## src/rtl/opo_package.sv

```systemverilog
// Shared OPO-lock constants and types.
// Used by the lock-in demodulator (lockin_demod, lockin_scale).
package opo_package;

    localparam int unsigned word_width       = 16;
    localparam int unsigned lockin_acc_width = 64;

    typedef enum logic [0:0] {LI_IDLE, LI_RUN} lockin_state_t;

endpackage

```

## src/rtl/lockin_scale.sv

```systemverilog
// Output scaler for the lock-in window sum: arithmetic right shift, then either
// clamp (LOCKIN_SATURATE_EN defined) or truncate with wrap (default).
module lockin_scale
    import opo_package::*;
#(
    parameter int unsigned ACC_W     = lockin_acc_width,
    parameter int unsigned OUT_SHIFT = 16
) (
    input  logic signed [ACC_W-1:0]      sum,
    output logic signed [word_width-1:0] scaled
);

`ifdef LOCKIN_SATURATE_EN
    localparam logic signed [ACC_W-1:0] SatMax =
        {{(ACC_W-word_width+1){1'b0}}, {(word_width-1){1'b1}}};
    localparam logic signed [ACC_W-1:0] SatMin =
        {{(ACC_W-word_width+1){1'b1}}, {(word_width-1){1'b0}}};

    logic signed [ACC_W-1:0] shifted;

    always_comb begin
        shifted = sum >>> OUT_SHIFT;
        if (shifted > SatMax) begin
            scaled = SatMax[word_width-1:0];
        end else if (shifted < SatMin) begin
            scaled = SatMin[word_width-1:0];
        end else begin
            scaled = shifted[word_width-1:0];
        end
    end
`else
    assign scaled = word_width'(sum >>> OUT_SHIFT);
`endif

endmodule

```

## src/rtl/lockin_demod.sv

```systemverilog
// Lock-in demodulator: multiplies ADC by reference, integrates over n_samples,
// emits one scaled word per window. Optional clamp via LOCKIN_SATURATE_EN.
module lockin_demod
    import opo_package::*;
#(
    parameter int unsigned ACC_W     = lockin_acc_width,
    parameter int unsigned OUT_SHIFT = 16
) (
    input  logic                         clk,
    input  logic                         rst,
    input  logic                         enable,
    input  logic [31:0]                  n_samples,
    input  logic signed [word_width-1:0] adc_in,
    input  logic signed [word_width-1:0] ref_in,
    output logic signed [word_width-1:0] demod_out,
    output logic                         demod_valid,
    output logic                         busy
);

    lockin_state_t state_q;
    logic [31:0]   cnt_q, len_q, eff_len;
    logic          run, tag_first, tag_last;

    logic                         s0_vld_q, s0_first_q, s0_last_q;
    logic signed [word_width-1:0] s0_adc_q, s0_ref_q;
    logic signed [2*word_width-1:0] prod;

    logic                    s1_vld_q, s1_first_q, s1_last_q;
    logic signed [ACC_W-1:0] s1_prod_q;

    logic signed [ACC_W-1:0] acc_q, acc_d, sum_q;
    logic                    s2_last_q;

    logic signed [word_width-1:0] scaled, demod_out_q;
    logic                         demod_valid_q;

    // Window length is only sampled on the first sample; later samples use the latch.
    always_comb begin
        run       = (state_q == LI_RUN) && enable;
        tag_first = (cnt_q == 32'd0);
        eff_len   = tag_first ? ((n_samples == 32'd0) ? 32'd1 : n_samples) : len_q;
        tag_last  = (cnt_q == eff_len - 32'd1);
        prod      = s0_adc_q * s0_ref_q;
        acc_d     = s1_first_q ? s1_prod_q : acc_q + s1_prod_q;
    end

    always_ff @(posedge clk or negedge rst) begin
        if (!rst) begin
            state_q <= LI_IDLE;
            cnt_q   <= '0;
            len_q   <= '0;
        end else begin
            unique case (state_q)
                LI_IDLE: if (enable)  state_q <= LI_RUN;
                LI_RUN:  if (!enable) state_q <= LI_IDLE;
                default:              state_q <= LI_IDLE;
            endcase
            if (run) begin
                cnt_q <= tag_last ? 32'd0 : cnt_q + 32'd1;
                if (tag_first) len_q <= eff_len;
            end else begin
                cnt_q <= '0;
            end
        end
    end

    // Stages drain after enable falls; the partial window simply never sees a last tag.
    always_ff @(posedge clk or negedge rst) begin
        if (!rst) begin
            s0_vld_q      <= 1'b0;
            s0_first_q    <= 1'b0;
            s0_last_q     <= 1'b0;
            s0_adc_q      <= '0;
            s0_ref_q      <= '0;
            s1_vld_q      <= 1'b0;
            s1_first_q    <= 1'b0;
            s1_last_q     <= 1'b0;
            s1_prod_q     <= '0;
            acc_q         <= '0;
            sum_q         <= '0;
            s2_last_q     <= 1'b0;
            demod_out_q   <= '0;
            demod_valid_q <= 1'b0;
        end else begin
            s0_vld_q   <= run;
            s0_first_q <= run && tag_first;
            s0_last_q  <= run && tag_last;
            s0_adc_q   <= adc_in;
            s0_ref_q   <= ref_in;

            s1_vld_q   <= s0_vld_q;
            s1_first_q <= s0_first_q;
            s1_last_q  <= s0_last_q;
            s1_prod_q  <= {{(ACC_W-2*word_width){prod[2*word_width-1]}}, prod};

            if (s1_vld_q) acc_q <= acc_d;
            s2_last_q <= s1_vld_q && s1_last_q;
            if (s1_vld_q && s1_last_q) sum_q <= acc_d;

            demod_valid_q <= s2_last_q;
            if (s2_last_q) demod_out_q <= scaled;
        end
    end

    lockin_scale #(
        .ACC_W     (ACC_W),
        .OUT_SHIFT (OUT_SHIFT)
    ) u_scale (
        .sum    (sum_q),
        .scaled (scaled)
    );

    assign demod_out   = demod_out_q;
    assign demod_valid = demod_valid_q;
    assign busy        = (state_q == LI_RUN) || s0_vld_q || s1_vld_q;

endmodule
```

## config.mk

```make
export PLATFORM = sky130hd
export DESIGN_NAME = lockin_demod
export DESIGN_NICKNAME = d
export VERILOG_FILES = /design/src/rtl/opo_package.sv /design/src/rtl/lockin_scale.sv /design/src/rtl/lockin_demod.sv
export SDC_FILE = /design/constraint.sdc
export NUM_CORES = 1
export LEC_CHECK = 0
export CAP_MARGIN = 0
export CORE_MARGIN = 4
export CORE_UTILIZATION = 66
export DETAILED_ROUTE_END_ITERATION = 10
export GPL_TIMING_DRIVEN = 0
export MAX_ROUTING_LAYER = met4
export PLACE_DENSITY = 0.85
export SYNTH_ARGS = -nofsm -noshare
export SYNTH_HDL_FRONTEND = slang
export SYNTH_HIERARCHICAL = 1
export SYNTH_SLANG_ARGS = --single-unit
export TNS_END_PERCENT = 20
```

## constraint.sdc

```tcl
create_clock -name clk -period 18 [get_ports clk]
set_input_delay 3.6 -clock clk [delete_from_list [all_inputs] [get_ports clk]]
set_output_delay 3.6 -clock clk [all_outputs]
set_load 0.02 [all_outputs]
```

==> impl_metrics.tcl <==
set metrics [dict create \
    outcome "completed" \
    critPathMaxFanout 10 \
    grt_max_degree 125 \
    antenna_found_initial 2 \
    syn_area_per_cell_um2 9.41 \
    cp-start-kind "register" \
    hold_slack_ps 355 \
    ctsHoldBuffers 0 \
    cts_inserted_buffers 23 \
    antenna_left 0 \
    gr-max-usage-layer "met2" \
    dpl.hpwl_mm 43.7 \
    place_ws_ps 9580 \
    cts_tree "done" \
    placed_cell_area_um2 22100 \
    hold_viol 0 \
    setup_viol 0 \
    switching_power_mw 2.74 \
    grt_pass1_wl_mm 89.6 \
    pwr-share-seq_pct 13.0 \
    drt_iter0_drc 1474 \
    finalSetupTns_ps 0 \
    cap_violations 0 \
    arrival_ps 8510 \
    fill_cells 2203 \
    required_ps 18370 \
    vias 16300 \
    die_x_um 185 \
    crit_type "reg2reg" \
    stdcell_area_um2 22900 \
    cp-end-kind "register" \
    cts_max_level 1 \
    post_drt_wl_per_cell_um 20.3 \
    grt.total_usage_pct 34.2 \
    wl_mm 55.5 \
    routabilityCongestion 1.01 \
    insertion_delay_ps 540 \
    setup_ws_ps 9850 \
    nNetsFinal 2761 \
    worst_pin_slew_ps 1220 \
    slew_headroom_pct 17.4 \
    ioPinCount 85 \
    grt.met1_usage_pct 45.9 \
    p_sw_share_pct 51.9 \
    synth_area_um2 20700 \
    clock-sinks 201 \
    grt_pass1_vias 16800 \
    syn_nets 2652 \
    grt_overflow_total 0 \
    grt.met2_usage_pct 54.7 \
    dr.pass1.iters 7 \
    ir_drop_uv 336 \
    cts_setup_buffers 0 \
    post-route-period-util_pct 45.3 \
    drive_above_1_share_pct 5.92 \
    met3_usage_pct 5.66 \
    clockBufferDepth 3 \
    dieArea_um2 34300 \
    post-route-drc-count 0 \
    r2r_setup_slack_ps 9850 \
    rows 64 \
    yosys_warnings 6 \
    initial_utilization_pct 67.3 \
    timing.fmax_mhz 123 \
    die_h_um 185 \
    area_delta_synth_final_pct 10.3 \
    clkPwrFrac_pct 9.2 \
    clockRootBuffer "clkbuf_16" \
    min_period_ps 8150 \
    core_um2 30800 \
    finClkSkew_ps 8.35 \
    slew_viol_final 0 \
    viasPerCell 5.97 \
    intPower_mw 2.53 \
    cts_resized 0 \
    rsz0062_at_grt "no" \
    power_frac_comb_pct 77.8 \
    utilization_pct 74.2 \
    clkTransAtPathRegs_ps 60 \
    hp-class "reg2reg" \
    syn_inst 2205 \
    p_leak_nw 10.7 \
    portBuffers 83 \
    powerDensity_nw_per_um2 230 \
]
[critical path, stage by stage, from the launching register on]
cell and delay, ps:
dfrtp_1 550, clkbuf_1 570, nand2_1 160, fa_1 530, fa_1 540, fa_1 540
inv_1 70, fa_1 500, fa_1 500, inv_1 50, fa_1 470, inv_1 40
ha_1 320, nand3_1 160, nor2_1 70, o311ai_0 140, o211ai_1 290, a221oi_1 380
a21oi_1 160, o41ai_1 1000, nor3_1 170, o31a_1 330, nor2_1 120, xnor2_1 300
[power groups by stage]
stage               sequential (mW)  clock (mW)  combinational, mW
CTS                           0.681       0.494               4.10
global route                  0.694       0.509               4.60
finish                        0.686       0.483               4.10
detailed placement            0.686           0               4.06
floorplan                     0.651           0               2.94
global placement              0.683           0               3.90
[state kept, by name, indices dropped and copies added (netlist names)]
register and cells:
acc_q 32, cnt_q 32, demod_out 16, demod_valid 1, len_q 32, s0_adc_q 16
s0_first_q 1, s0_last_q 1, s0_ref_q 16, s0_vld_q 1, s1_first_q 1, s1_last_q 1
s1_prod_q 32, s1_vld_q 1, s2_last_q 1, state_q 1, sum_q 16
[stage by stage]
stage / std cells / total power [mW]
finish: 2728 / 5.27
global route: 2728 / 5.80
CTS: 2726 / 5.27
detailed placement: 2685 / 4.75
global placement: 2684 / 4.58
floorplan: 2205 / 3.59
[cells in the final DEF, fill, tap and decap left out, drive strengths merged, types with 9 or more instances in the layout]
master	n
nand3	35
nand2	198
and2	130
o211ai	11
or3	9
fa	263
inv	310
or4	16
nor4	19
buf	39
dfrtp	201
mux2	46
a211oi	10
and3	17
a21o	26
nor2	157
clkbuf	110
mux2i	26
xor2	58
nand4	17
clkdlybuf4s50	82
ha	117
nor3	27
nand2b	15
o21ai	88
a21oi	118
xnor2	77
[layout make-up]
cell class,instances,area [µm²],area share (%)
diodes,2,5.00,0.0219
clock buffers,32,659,2.88
repair buffers,84,863,3.77
well taps,396,495,2.16
flip-flops and latches,201,5030,22.0
multi-input cells,1581,14000,61.2
inverters,308,1160,5.05
clock inverters,9,123,0.536
plain buffers,115,542,2.37
[path summary, 6_finish.rpt]
check | start | to | cells past startpoint
max in group asynchronous | rst | len_q[8] | 2
min in group asynchronous | rst | acc_q[9] | 1
worst min register to register | s0_first_q | s1_first_q | 0
worst max register to register | s0_adc_q[13] | s1_prod_q[31] | 23
worst min-delay path | s0_first_q | s1_first_q | 0
worst max-delay path | s0_adc_q[13] | s1_prod_q[31] | 23
[per-layer routing]
layer  up-vias  part of all wire, %
met4         0                  3.1
met5         -                    0
met2       737                   48
met1      8073                   41
li1       7341                    -
met3       133                  7.8
Power figures use the tool's default switching activity.
